## config.mk

```make
export PLATFORM = sky130hd
export DESIGN_NAME = daq_adc_sequencer_flat
export DESIGN_NICKNAME = d
export VERILOG_FILES = /design/src/rtl/daq_adc_sequencer_if.sv /design/src/rtl/daq_adc_sequencer.sv /design/src/flat_wrapper.sv
export SDC_FILE = /design/constraint.sdc
export NUM_CORES = 1
export LEC_CHECK = 0
export BUFFER_PORTS_ARGS = -buffer_cell sky130_fd_sc_hd__buf_2
export CORE_MARGIN = 3
export CORE_UTILIZATION = 35
export CTS_CLUSTER_SIZE = 14
export DETAILED_ROUTE_END_ITERATION = 6
export PLACE_DENSITY = 0.6
export SLEW_MARGIN = 30
export SYNTH_ARGS = -nofsm -noshare
export SYNTH_HDL_FRONTEND = slang
export SYNTH_SLANG_ARGS = --single-unit
```

## constraint.sdc

```tcl
create_clock -name clk_i -period 2 [get_ports clk_i]
set_input_delay 0.1 -clock clk_i [delete_from_list [all_inputs] [get_ports clk_i]]
set_output_delay 0.1 -clock clk_i [all_outputs]
set_load 0.05 [all_outputs]
```

## src/rtl/daq_adc_sequencer_if.sv

```systemverilog
// Pin and data-path bundle between the ADC sequencer, the parallel ADC and the packetizer write side.
// data_valid_o is a one-cycle strobe with no ready: data_o/ch_o are valid only in that cycle, and fifo_full_i is sampled once per frame at the trigger, never per word.
interface daq_adc_sequencer_if;
    logic        adc_convst_o;
    logic        adc_cs_n_o;
    logic        adc_rd_n_o;
    logic [2:0]  adc_os_o;
    logic        adc_reset_o;
    logic        adc_busy_i;
    logic [15:0] adc_db_i;
    logic        fifo_full_i;
    logic [15:0] data_o;
    logic [2:0]  ch_o;
    logic        data_valid_o;
    logic        frame_done_o;
    logic        overrun_o;
    logic        drop_o;
    logic        timeout_o;

    modport master (
        output adc_convst_o, adc_cs_n_o, adc_rd_n_o, adc_os_o, adc_reset_o,
        output data_o, ch_o, data_valid_o, frame_done_o, overrun_o, drop_o, timeout_o,
        input  adc_busy_i, adc_db_i, fifo_full_i
    );

    modport slave (
        input  adc_convst_o, adc_cs_n_o, adc_rd_n_o, adc_os_o, adc_reset_o,
        input  data_o, ch_o, data_valid_o, frame_done_o, overrun_o, drop_o, timeout_o,
        output adc_busy_i, adc_db_i, fifo_full_i
    );
endinterface

```

## src/rtl/daq_adc_sequencer.sv

```systemverilog
// Frame-paced conversion controller for an 8-channel 16-bit parallel ADC.
// All pins and strobes are registered, decoded from the next state so they line up with state_q.
module daq_adc_sequencer #(
    parameter int unsigned NUM_CH      = 8,
    parameter int unsigned SAMPLE_DIV  = 4000,
    parameter int unsigned CONVST_CYC  = 4,
    parameter int unsigned RD_LO_CYC   = 4,
    parameter int unsigned RD_HI_CYC   = 2,
    parameter int unsigned ADC_RST_CYC = 10,
    parameter int unsigned BUSY_TO     = 2048
) (
    input  logic                       clk_i,
    input  logic                       reset_i,
    input  logic                       en_i,
    input  logic [2:0]                 os_sel_i,
    output logic [2:0]                 dbg_state_o,
    daq_adc_sequencer_if.master        bus
);
    localparam int unsigned DIV_W = $clog2(SAMPLE_DIV);
    localparam int unsigned TMR_W = $clog2(BUSY_TO + ADC_RST_CYC + CONVST_CYC + RD_LO_CYC + RD_HI_CYC);

    localparam logic [DIV_W-1:0] DIV_RELOAD = DIV_W'(SAMPLE_DIV - 1);
    localparam logic [TMR_W-1:0] RST_LAST   = TMR_W'(ADC_RST_CYC - 1);
    localparam logic [TMR_W-1:0] CONV_LAST  = TMR_W'(CONVST_CYC - 1);
    localparam logic [TMR_W-1:0] RDLO_LAST  = TMR_W'(RD_LO_CYC - 1);
    localparam logic [TMR_W-1:0] RDHI_LAST  = TMR_W'(RD_HI_CYC - 1);
    localparam logic [TMR_W-1:0] BUSY_LAST  = TMR_W'(BUSY_TO - 1);
    localparam logic [2:0]       CH_LAST    = 3'(NUM_CH - 1);

    typedef enum logic [2:0] {
        ST_ADC_RST = 3'd0,
        ST_IDLE    = 3'd1,
        ST_CONV    = 3'd2,
        ST_WAIT_HI = 3'd3,
        ST_WAIT_LO = 3'd4,
        ST_RD_LO   = 3'd5,
        ST_RD_HI   = 3'd6,
        ST_DONE    = 3'd7
    } state_e;

    state_e           state_q, state_d;
    logic [DIV_W-1:0] div_q, div_d;
    logic [TMR_W-1:0] tmr_q, tmr_d;
    logic [2:0]       ch_q, ch_d;
    logic             busy_meta_q, busy_meta_d;
    logic             busy_sync_q, busy_sync_d;
    logic [2:0]       os_q, os_d;
    logic             convst_q, convst_d;
    logic             cs_n_q, cs_n_d;
    logic             rd_n_q, rd_n_d;
    logic             adc_reset_q, adc_reset_d;
    logic [15:0]      data_q, data_d;
    logic [2:0]       ch_out_q, ch_out_d;
    logic             valid_q, valid_d;
    logic             frame_done_q, frame_done_d;
    logic             overrun_q, overrun_d;
    logic             drop_q, drop_d;
    logic             timeout_q, timeout_d;
    logic             trigger;

    always_comb begin
        trigger      = en_i && (div_q == '0);
        div_d        = en_i ? (trigger ? DIV_RELOAD : div_q - DIV_W'(1)) : DIV_RELOAD;
        busy_meta_d  = bus.adc_busy_i;
        busy_sync_d  = busy_meta_q;

        state_d      = state_q;
        ch_d         = ch_q;
        os_d         = os_q;
        data_d       = data_q;
        ch_out_d     = ch_out_q;
        valid_d      = 1'b0;
        drop_d       = 1'b0;
        timeout_d    = 1'b0;
        overrun_d    = trigger && (state_q != ST_IDLE);

        case (state_q)
            // The first cycle after reset has adc_reset low, so the width is counted on the pin itself.
            ST_ADC_RST: if (adc_reset_q && tmr_q == RST_LAST) state_d = ST_IDLE;
            ST_IDLE: begin
                if (trigger) begin
                    if (bus.fifo_full_i) drop_d  = 1'b1;
                    else                 state_d = ST_CONV;
                end else if (os_sel_i != os_q) begin
                    os_d    = os_sel_i;
                    state_d = ST_ADC_RST;
                end
            end
            ST_CONV: if (tmr_q == CONV_LAST) state_d = ST_WAIT_HI;
            ST_WAIT_HI: begin
                if (busy_sync_q) begin
                    state_d = ST_WAIT_LO;
                end else if (tmr_q == BUSY_LAST) begin
                    timeout_d = 1'b1;
                    state_d   = ST_ADC_RST;
                end
            end
            ST_WAIT_LO: begin
                if (!busy_sync_q) begin
                    state_d = ST_RD_LO;
                    ch_d    = '0;
                end else if (tmr_q == BUSY_LAST) begin
                    timeout_d = 1'b1;
                    state_d   = ST_ADC_RST;
                end
            end
            ST_RD_LO: begin
                if (tmr_q == RDLO_LAST) begin
                    data_d   = bus.adc_db_i;
                    ch_out_d = ch_q;
                    valid_d  = 1'b1;
                    if (ch_q == CH_LAST) begin
                        state_d = ST_DONE;
                    end else begin
                        ch_d    = ch_q + 3'd1;
                        state_d = ST_RD_HI;
                    end
                end
            end
            ST_RD_HI: if (tmr_q == RDHI_LAST) state_d = ST_RD_LO;
            ST_DONE:  state_d = ST_IDLE;
            default:  state_d = ST_ADC_RST;
        endcase

        if (state_d != state_q || state_q == ST_IDLE || (state_q == ST_ADC_RST && !adc_reset_q)) begin
            tmr_d = '0;
        end else begin
            tmr_d = tmr_q + TMR_W'(1);
        end

        convst_d     = (state_d != ST_CONV);
        cs_n_d       = !(state_d == ST_RD_LO || state_d == ST_RD_HI);
        rd_n_d       = (state_d != ST_RD_LO);
        adc_reset_d  = (state_d == ST_ADC_RST);
        frame_done_d = (state_d == ST_DONE);
    end

    always_ff @(posedge clk_i) begin
        if (reset_i) begin
            state_q      <= ST_ADC_RST;
            div_q        <= DIV_RELOAD;
            tmr_q        <= '0;
            ch_q         <= '0;
            busy_meta_q  <= 1'b0;
            busy_sync_q  <= 1'b0;
            os_q         <= '0;
            convst_q     <= 1'b1;
            cs_n_q       <= 1'b1;
            rd_n_q       <= 1'b1;
            adc_reset_q  <= 1'b0;
            data_q       <= '0;
            ch_out_q     <= '0;
            valid_q      <= 1'b0;
            frame_done_q <= 1'b0;
            overrun_q    <= 1'b0;
            drop_q       <= 1'b0;
            timeout_q    <= 1'b0;
        end else begin
            state_q      <= state_d;
            div_q        <= div_d;
            tmr_q        <= tmr_d;
            ch_q         <= ch_d;
            busy_meta_q  <= busy_meta_d;
            busy_sync_q  <= busy_sync_d;
            os_q         <= os_d;
            convst_q     <= convst_d;
            cs_n_q       <= cs_n_d;
            rd_n_q       <= rd_n_d;
            adc_reset_q  <= adc_reset_d;
            data_q       <= data_d;
            ch_out_q     <= ch_out_d;
            valid_q      <= valid_d;
            frame_done_q <= frame_done_d;
            overrun_q    <= overrun_d;
            drop_q       <= drop_d;
            timeout_q    <= timeout_d;
        end
    end

    assign dbg_state_o      = state_q;
    assign bus.adc_convst_o = convst_q;
    assign bus.adc_cs_n_o   = cs_n_q;
    assign bus.adc_rd_n_o   = rd_n_q;
    assign bus.adc_os_o     = os_q;
    assign bus.adc_reset_o  = adc_reset_q;
    assign bus.data_o       = data_q;
    assign bus.ch_o         = ch_out_q;
    assign bus.data_valid_o = valid_q;
    assign bus.frame_done_o = frame_done_q;
    assign bus.overrun_o    = overrun_q;
    assign bus.drop_o       = drop_q;
    assign bus.timeout_o    = timeout_q;
endmodule

```

## src/flat_wrapper.sv

```systemverilog
// flat-port wrapper written by rule: the top's interface ports become plain ports
module daq_adc_sequencer_flat 
#(
    parameter int unsigned NUM_CH      = 8,
    parameter int unsigned SAMPLE_DIV  = 4000,
    parameter int unsigned CONVST_CYC  = 4,
    parameter int unsigned RD_LO_CYC   = 4,
    parameter int unsigned RD_HI_CYC   = 2,
    parameter int unsigned ADC_RST_CYC = 10,
    parameter int unsigned BUSY_TO     = 2048
)
  (clk_i, reset_i, en_i, os_sel_i, dbg_state_o, bus_adc_convst_o, bus_adc_cs_n_o, bus_adc_rd_n_o, bus_adc_os_o, bus_adc_reset_o, bus_data_o, bus_ch_o, bus_data_valid_o, bus_frame_done_o, bus_overrun_o, bus_drop_o, bus_timeout_o, bus_adc_busy_i, bus_adc_db_i, bus_fifo_full_i);
  daq_adc_sequencer_if bus_i ();
  input  logic clk_i;
  input  logic reset_i;
  input  logic en_i;
  input  logic [2:0] os_sel_i;
  output logic [2:0] dbg_state_o;
  output wire logic [$bits(bus_i.adc_convst_o)-1:0] bus_adc_convst_o;
  output wire logic [$bits(bus_i.adc_cs_n_o)-1:0] bus_adc_cs_n_o;
  output wire logic [$bits(bus_i.adc_rd_n_o)-1:0] bus_adc_rd_n_o;
  output wire logic [$bits(bus_i.adc_os_o)-1:0] bus_adc_os_o;
  output wire logic [$bits(bus_i.adc_reset_o)-1:0] bus_adc_reset_o;
  output wire logic [$bits(bus_i.data_o)-1:0] bus_data_o;
  output wire logic [$bits(bus_i.ch_o)-1:0] bus_ch_o;
  output wire logic [$bits(bus_i.data_valid_o)-1:0] bus_data_valid_o;
  output wire logic [$bits(bus_i.frame_done_o)-1:0] bus_frame_done_o;
  output wire logic [$bits(bus_i.overrun_o)-1:0] bus_overrun_o;
  output wire logic [$bits(bus_i.drop_o)-1:0] bus_drop_o;
  output wire logic [$bits(bus_i.timeout_o)-1:0] bus_timeout_o;
  input wire logic [$bits(bus_i.adc_busy_i)-1:0] bus_adc_busy_i;
  input wire logic [$bits(bus_i.adc_db_i)-1:0] bus_adc_db_i;
  input wire logic [$bits(bus_i.fifo_full_i)-1:0] bus_fifo_full_i;
  assign bus_adc_convst_o = bus_i.adc_convst_o;
  assign bus_adc_cs_n_o = bus_i.adc_cs_n_o;
  assign bus_adc_rd_n_o = bus_i.adc_rd_n_o;
  assign bus_adc_os_o = bus_i.adc_os_o;
  assign bus_adc_reset_o = bus_i.adc_reset_o;
  assign bus_data_o = bus_i.data_o;
  assign bus_ch_o = bus_i.ch_o;
  assign bus_data_valid_o = bus_i.data_valid_o;
  assign bus_frame_done_o = bus_i.frame_done_o;
  assign bus_overrun_o = bus_i.overrun_o;
  assign bus_drop_o = bus_i.drop_o;
  assign bus_timeout_o = bus_i.timeout_o;
  assign bus_i.adc_busy_i = bus_adc_busy_i;
  assign bus_i.adc_db_i = bus_adc_db_i;
  assign bus_i.fifo_full_i = bus_fifo_full_i;
  daq_adc_sequencer #(.NUM_CH(NUM_CH), .SAMPLE_DIV(SAMPLE_DIV), .CONVST_CYC(CONVST_CYC), .RD_LO_CYC(RD_LO_CYC), .RD_HI_CYC(RD_HI_CYC), .ADC_RST_CYC(ADC_RST_CYC), .BUSY_TO(BUSY_TO)) u_core (.clk_i(clk_i), .reset_i(reset_i), .en_i(en_i), .os_sel_i(os_sel_i), .dbg_state_o(dbg_state_o), .bus(bus_i));
endmodule
```

# [Word-level counts from Yosys, hierarchy flattened]
# Index checks and enable logic that the tools add are counted.
[word_totals] inputBits=24 regBits=63 output_inout_bits=34
[op_classes] n_mux=22 bitwise=4 n_reduce_logical=20 add_sub_neg=3 n_eq_ne=23
[ops] operator="3-bit 2-to-1 mux" count=13
[ops] operator="3-bit == test, second input constant" count=8
[ops] operator="3-bit case mux with 8 select lines" count=1
[ops] operator="12-bit by 1-bit adder with 12-bit output, second input constant" count=1
[ops] operator="12-bit by 1-bit == test with 1-bit output, second input constant" count=1
[ops] operator="12-bit by 11-bit == test with 1-bit output, second input constant" count=1
[ops] operator="12-bit by 2-bit == test with 1-bit output, second input constant" count=1
[ops] operator="12-bit by 4-bit == test with 1-bit output, second input constant" count=1
[ops] operator="12-bit logical NOT" count=1
[ops] operator="12-bit by 1-bit subtractor with 12-bit output, second input constant" count=1
[ops] operator="3-bit by 2-bit == test with 1-bit output, second input constant" count=2
[ops] operator="3-bit logical NOT" count=2
[ops] operator="1-bit 2-to-1 mux" count=6
[ops] operator="3-bit != test" count=2
[ops] operator="3-bit case mux with 2 select lines" count=1
[ops] operator="3-bit OR reduction" count=2
[ops] operator="1-bit logical AND" count=4
[ops] operator="2-bit != test, second input constant" count=2
[ops] operator="1-bit NOT" count=4
[ops] operator="4-bit AND reduction" count=1
[ops] operator="2-bit OR reduction" count=2
[ops] operator="3-bit by 1-bit adder with 3-bit output, second input constant" count=1
[ops] operator="3-bit by 1-bit == test with 1-bit output, second input constant" count=1
[ops] operator="1-bit logical OR" count=3
[ops] operator="9 further kinds" count=10

# [Longest topological paths before layout]
[depth] ltp_word=8 ltp_mapped=8

# [Least setup slack after synthesis]
# OpenSTA, ideal clock, no wires.
[synth_timing] path_kind="reg2reg" start="register u_core.state_q[2] (netlist: u_core.dbg_state_o[2])" end="register u_core.tmr_q[0]" arrival_ns=2.199 stages_incl_launch_ff=8 slack_ns=-0.341 t_required_ns=1.858 n_path_buf=2 setup_ns=0.142 path_cell_list="dfxtp_1 buf_2 a211oi_1 a31o_2 a311o_4 nor4_4 buf_4 nor4_2"
[synth_via] elab_chain_cells=7
[synth_rtl] item="start, declared" line_no="daq_adc_sequencer.sv:41" rtl="state_e state_q, state_d;"
[synth_rtl] item="start signal, assigned" line_no="daq_adc_sequencer.sv:159" rtl="state_q <= state_d;"
[synth_rtl] item="3-bit 2-to-1 mux, on equally long branches"
[synth_rtl] item="3-bit 2-to-1 mux, on equally long branches" line_no="daq_adc_sequencer.sv:99, daq_adc_sequencer.sv:81, daq_adc_sequencer.sv:91"
[synth_rtl] item="3-bit case mux with 8 select lines" line_no="daq_adc_sequencer.sv:77" rtl="case (state_q)"
[synth_rtl] item="3-bit != test" line_no="daq_adc_sequencer.sv:125" rtl="if (state_d != state_q || state_q == ST_IDLE || (state_q == ST_ADC_RST && !adc_reset_q)) begin"
[synth_rtl] item="1-bit logical OR" line_no="daq_adc_sequencer.sv:125"
[synth_rtl] item="1-bit logical OR *" line_no="daq_adc_sequencer.sv:125"
[synth_rtl] item="2-bit OR reduction (no line) *"
[synth_rtl] item="end signal, assigned" line_no="daq_adc_sequencer.sv:161" rtl="tmr_q <= tmr_d;"
[synth_rtl] item="end, declared" line_no="daq_adc_sequencer.sv:43" rtl="logic [TMR_W-1:0] tmr_q, tmr_d;"
# Mark *: on every way between the ends. The rest lies on a longest branch, timed or not.
# A chain may end at the register's enable or synchronous reset.

# [Final worst setup path]
[layout_timing] start="register u_core.tmr_q[0]" end="register u_core.frame_done_q (netlist: u_core.bus.frame_done_o)"
[layout_via] elab_chain_cells=5
[layout_rtl] item="12-bit by 11-bit == test with 1-bit output / 12-bit by 4-bit == test with 1-bit output (equally long branches)" line_no="daq_adc_sequencer.sv:93, daq_adc_sequencer.sv:102, daq_adc_sequencer.sv:79"
[layout_rtl] item="3-bit 2-to-1 mux / 1-bit logical AND (equally long branches)" line_no="daq_adc_sequencer.sv:93, daq_adc_sequencer.sv:102, daq_adc_sequencer.sv:79"
[layout_rtl] item="3-bit 2-to-1 mux, on equally long branches" line_no="daq_adc_sequencer.sv:99, daq_adc_sequencer.sv:79, daq_adc_sequencer.sv:91"
[layout_rtl] item="3-bit case mux with 8 select lines *" line_no="daq_adc_sequencer.sv:77"
[layout_rtl] item="3-bit == test *" line_no="daq_adc_sequencer.sv:135" rtl="frame_done_d = (state_d == ST_DONE);"
[layout_rtl] item="end signal, assigned" line_no="daq_adc_sequencer.sv:173" rtl="frame_done_q <= frame_done_d;"
[layout_rtl] item="end, declared" line_no="daq_adc_sequencer.sv:55" rtl="logic frame_done_q, frame_done_d;"
# Marks and branches as above.

==> qor.csv <==
metric,value,unit
vias in the first global route,2568,
post-synthesis cell type count,51,
Hold Crit Class,primary input to register,
Worst Path Arrival,2.25,ns
Synth Warn #,0,
Vias,2555,
maximum clock frequency,495,MHz
"Setup violations, final",1,
FF-to-FF Start,u_core.tmr_q[0],
post-route cell area,4120,um2
"Max FO, Critical Path",6,
area of the core,7930,um2
min Tclk post-route,2.02,ns
global-route wire length before repair,11600,um
pin count of the biggest net entering global routing,23,
# Max-Cap Violations,0,
"Seq/Total Area, Yosys",0.432,
GPL Wtd Cong,0.779,
CTS max path bufs,2,
H-tree Lvls,3,
drt pass-1 iters,4,
"Slew Viols, Final",0,
Final Non-Filler Cells,521,
Pleak,1.66,nW
remaining global-route overflow,0,
Slew @ Worst Pin,0.453,ns
layout cells sized above 1,0.351,
antenna violations before repair,0,
"antenna viol nets, final",0,
Synth area leader,dfxtp_1,
Setup TNS Final,-0.0216,ns
Post-synth EDFFs,0,
Sinks on Clock Net,63,
Via density,4.90,
Crit Path Class,register to register,
normalized max-slew margin,0.694,
#FFs+latches synth,63,
number of I/O port buffers,57,
# DRC,0,
DR WL/cell,13.1,um
Syn-to-layout area delta,41.0,%
Initial DRC Count,73,
critical path startpoint,u_core.tmr_q[0],
Initial Util,0.368,
Final #Nets,444,
CP required,2.23,ns
Max Clock Skew,0.0157,ns
final hold violation count,0,
Antenna Cells,0,
top_reg_cell synth,dfxtp_1,
"CTS clk-pin slew, worst paths",0.07,ns
std cell rows,32,
Placed Area,3560,um2
CTS tree,built,
clk root buf,clkbuf_8,
Clock Latency Late Sink,0.35,ns
ranking of synthesized cells by area,"dfxtp_1 (43%), mux2i_1 (8.6%), nor2_1 (4.2%)",
"Avg Cell Area, Syn",9.57,um2
Die W,97.3,um
Synth top area share,0.432,
Hold WS,0.0319,ns
R2R cell count,8,
Setup crit end kind,register,
crit start category,register,
placed cells,483,
RSZ-0062 raised after global routing,true,
Max IR drop VDD,0.425,mV
die area,9480,um2
Worst Slack Setup Final,-0.0216,ns
Die Ht,97.3,um
Power Dens Cells,671,nW/um2
post-synth net total,335,
Post-synth ARST share,0,
R2R Setup Slk,-0.02,ns
final period utilization,1.01,
worst hold path depth,3,
status,finished with violations,
failing checks,negative setup slack,
CTS buffer count,9,
Post-Synthesis Cell Area,2920,um2
IO Count,58,
post-detail-place hpwl,4650,um
hold path startpoint,os_sel_i[0],
Routed WL,6840,um
GR Util All Layers,0.148,
Syn Inst Count,305,
==> cells by family after synthesis <==
| family | after synthesis | synth area share |
|---|---|---|
| and+or+nand+nor | 148 | 0.301 |
| DFF | 63 | 0.432 |
| muxes | 25 | 0.0857 |
| AOI/OAI and AO/OA | 22 | 0.0621 |
| buffers and inverters | 21 | 0.0338 |
| xor gates and xnor gates | 20 | 0.0600 |
| adders and majority gates | 6 | 0.0257 |
==> final cells by class <==
cell class                      count  area (um2)
Clock buffer                       10         138
Tap cell                          102         128
Multi-Input combinational cell    221        1660
Timing Repair Buffer              114         785
Inverter                            5        18.8
Fill cell                         738        3810
Clock inverter                      6         115
Sequential cell                    63        1280
==> through the flow <==
step | power [mW] | worst slack [ns] | util
after floorplan | 1.33 | 0.000144 | -
after global placement | 1.38 | 0.0128 | 0.449
after detailed placement | 1.38 | -0.0163 | 0.449
after CTS | 2.80 | 0.00528 | 0.506
after global routing | 2.85 | -0.0985 | 0.519
final | 2.76 | -0.0216 | 0.519
==> where the power goes <==
group	leakage [nW]	switching (mW)	internal [mW]	total, mW
registers	0.513	0.00583	1.26	1.26
logic	1.02	0.0490	0.0620	0.111
clock network	0.123	0.519	0.868	1.39
==> cells in the final DEF (no fill, tap or decap), types with 6 or more instances in the layout <==
master,n
xnor2_1,14
buf_2,57
nand3_1,13
nor2_1,33
nor2b_1,7
nand2_1,25
nand4_1,6
dfxtp_1,56
clkbuf_8,10
nand2b_1,6
nor4_2,9
mux2i_1,24
xor2_1,6
dlygate4sd3_1,17
buf_4,37
nor3_1,9
==> per-layer routing <==
layer,GRT usage,share of wire,vias up
li1,-,-,1295
met1,0.179,0.44,1204
met2,0.248,0.50,47
met3,0.0488,0.051,9
met4,0.0447,0.012,0
met5,0,0,-
==> flip-flops by register name, indices dropped and copies added, names as in the netlist <==
register                 flops
u_core.busy_meta_q           1
u_core.bus.data_o           16
u_core.bus.timeout_o         1
u_core.ch_q                  3
u_core.tmr_q                12
u_core.bus.adc_os_o          3
u_core.div_q                12
u_core.bus.overrun_o         1
u_core.bus.adc_convst_o      1
u_core.bus.frame_done_o      1
u_core.bus.data_valid_o      1
u_core.bus.ch_o              3
u_core.dbg_state_o           3
u_core.bus.drop_o            1
u_core.bus.adc_cs_n_o        1
u_core.bus.adc_rd_n_o        1
u_core.busy_sync_q           1
u_core.bus.adc_reset_o       1
==> critical path, stage by stage, from the launching register on <==
cell and delay [ns]:
dfxtp_4 0.37, ha_4 0.18, nand4_4 0.11, o31a_1 0.33
buf_6 0.14, a2111oi_4 0.40, buf_4 0.19, nor3_2 0.04
nor2b_2 0.16
==> synth_stat cells (2+ instances only) <==
library cell / instances
nor4_1: 7
nor3_1: 10
nor4b_1: 3
and2_1: 5
nor4_2: 7
ha_1: 6
and3_1: 4
inv_1: 5
dfxtp_1: 63
clkbuf_1: 7
nand3_1: 13
xnor2_1: 14
buf_2: 7
and4_1: 2
nor3b_2: 2
mux2i_1: 25
nor2_1: 33
a211oi_1: 2
nand2b_1: 6
nor3b_1: 3
nand4_1: 6
and4b_1: 3
nor2b_1: 8
a21oi_1: 4
nand2_1: 25
or3_1: 3
o21ai_0: 3
xor2_1: 6
==> what timing repair did <==
item                       in CTS  in global routing
hold endpoints to repair       17                  0
hold buffers                   17                  0
setup endpoints to repair       4                 17
buffers inserted                0                  5
pin swaps                       0                  3
resized for setup               3                 16
==> path summary, 6_finish.rpt <==
kind                                                end
worst max-delay path            u_core.bus.frame_done_o
worst min-delay path             u_core.bus.adc_os_o[0]
worst max register to register  u_core.bus.frame_done_o
worst min register to register       u_core.busy_sync_q
Power figures use the tool's default switching activity.
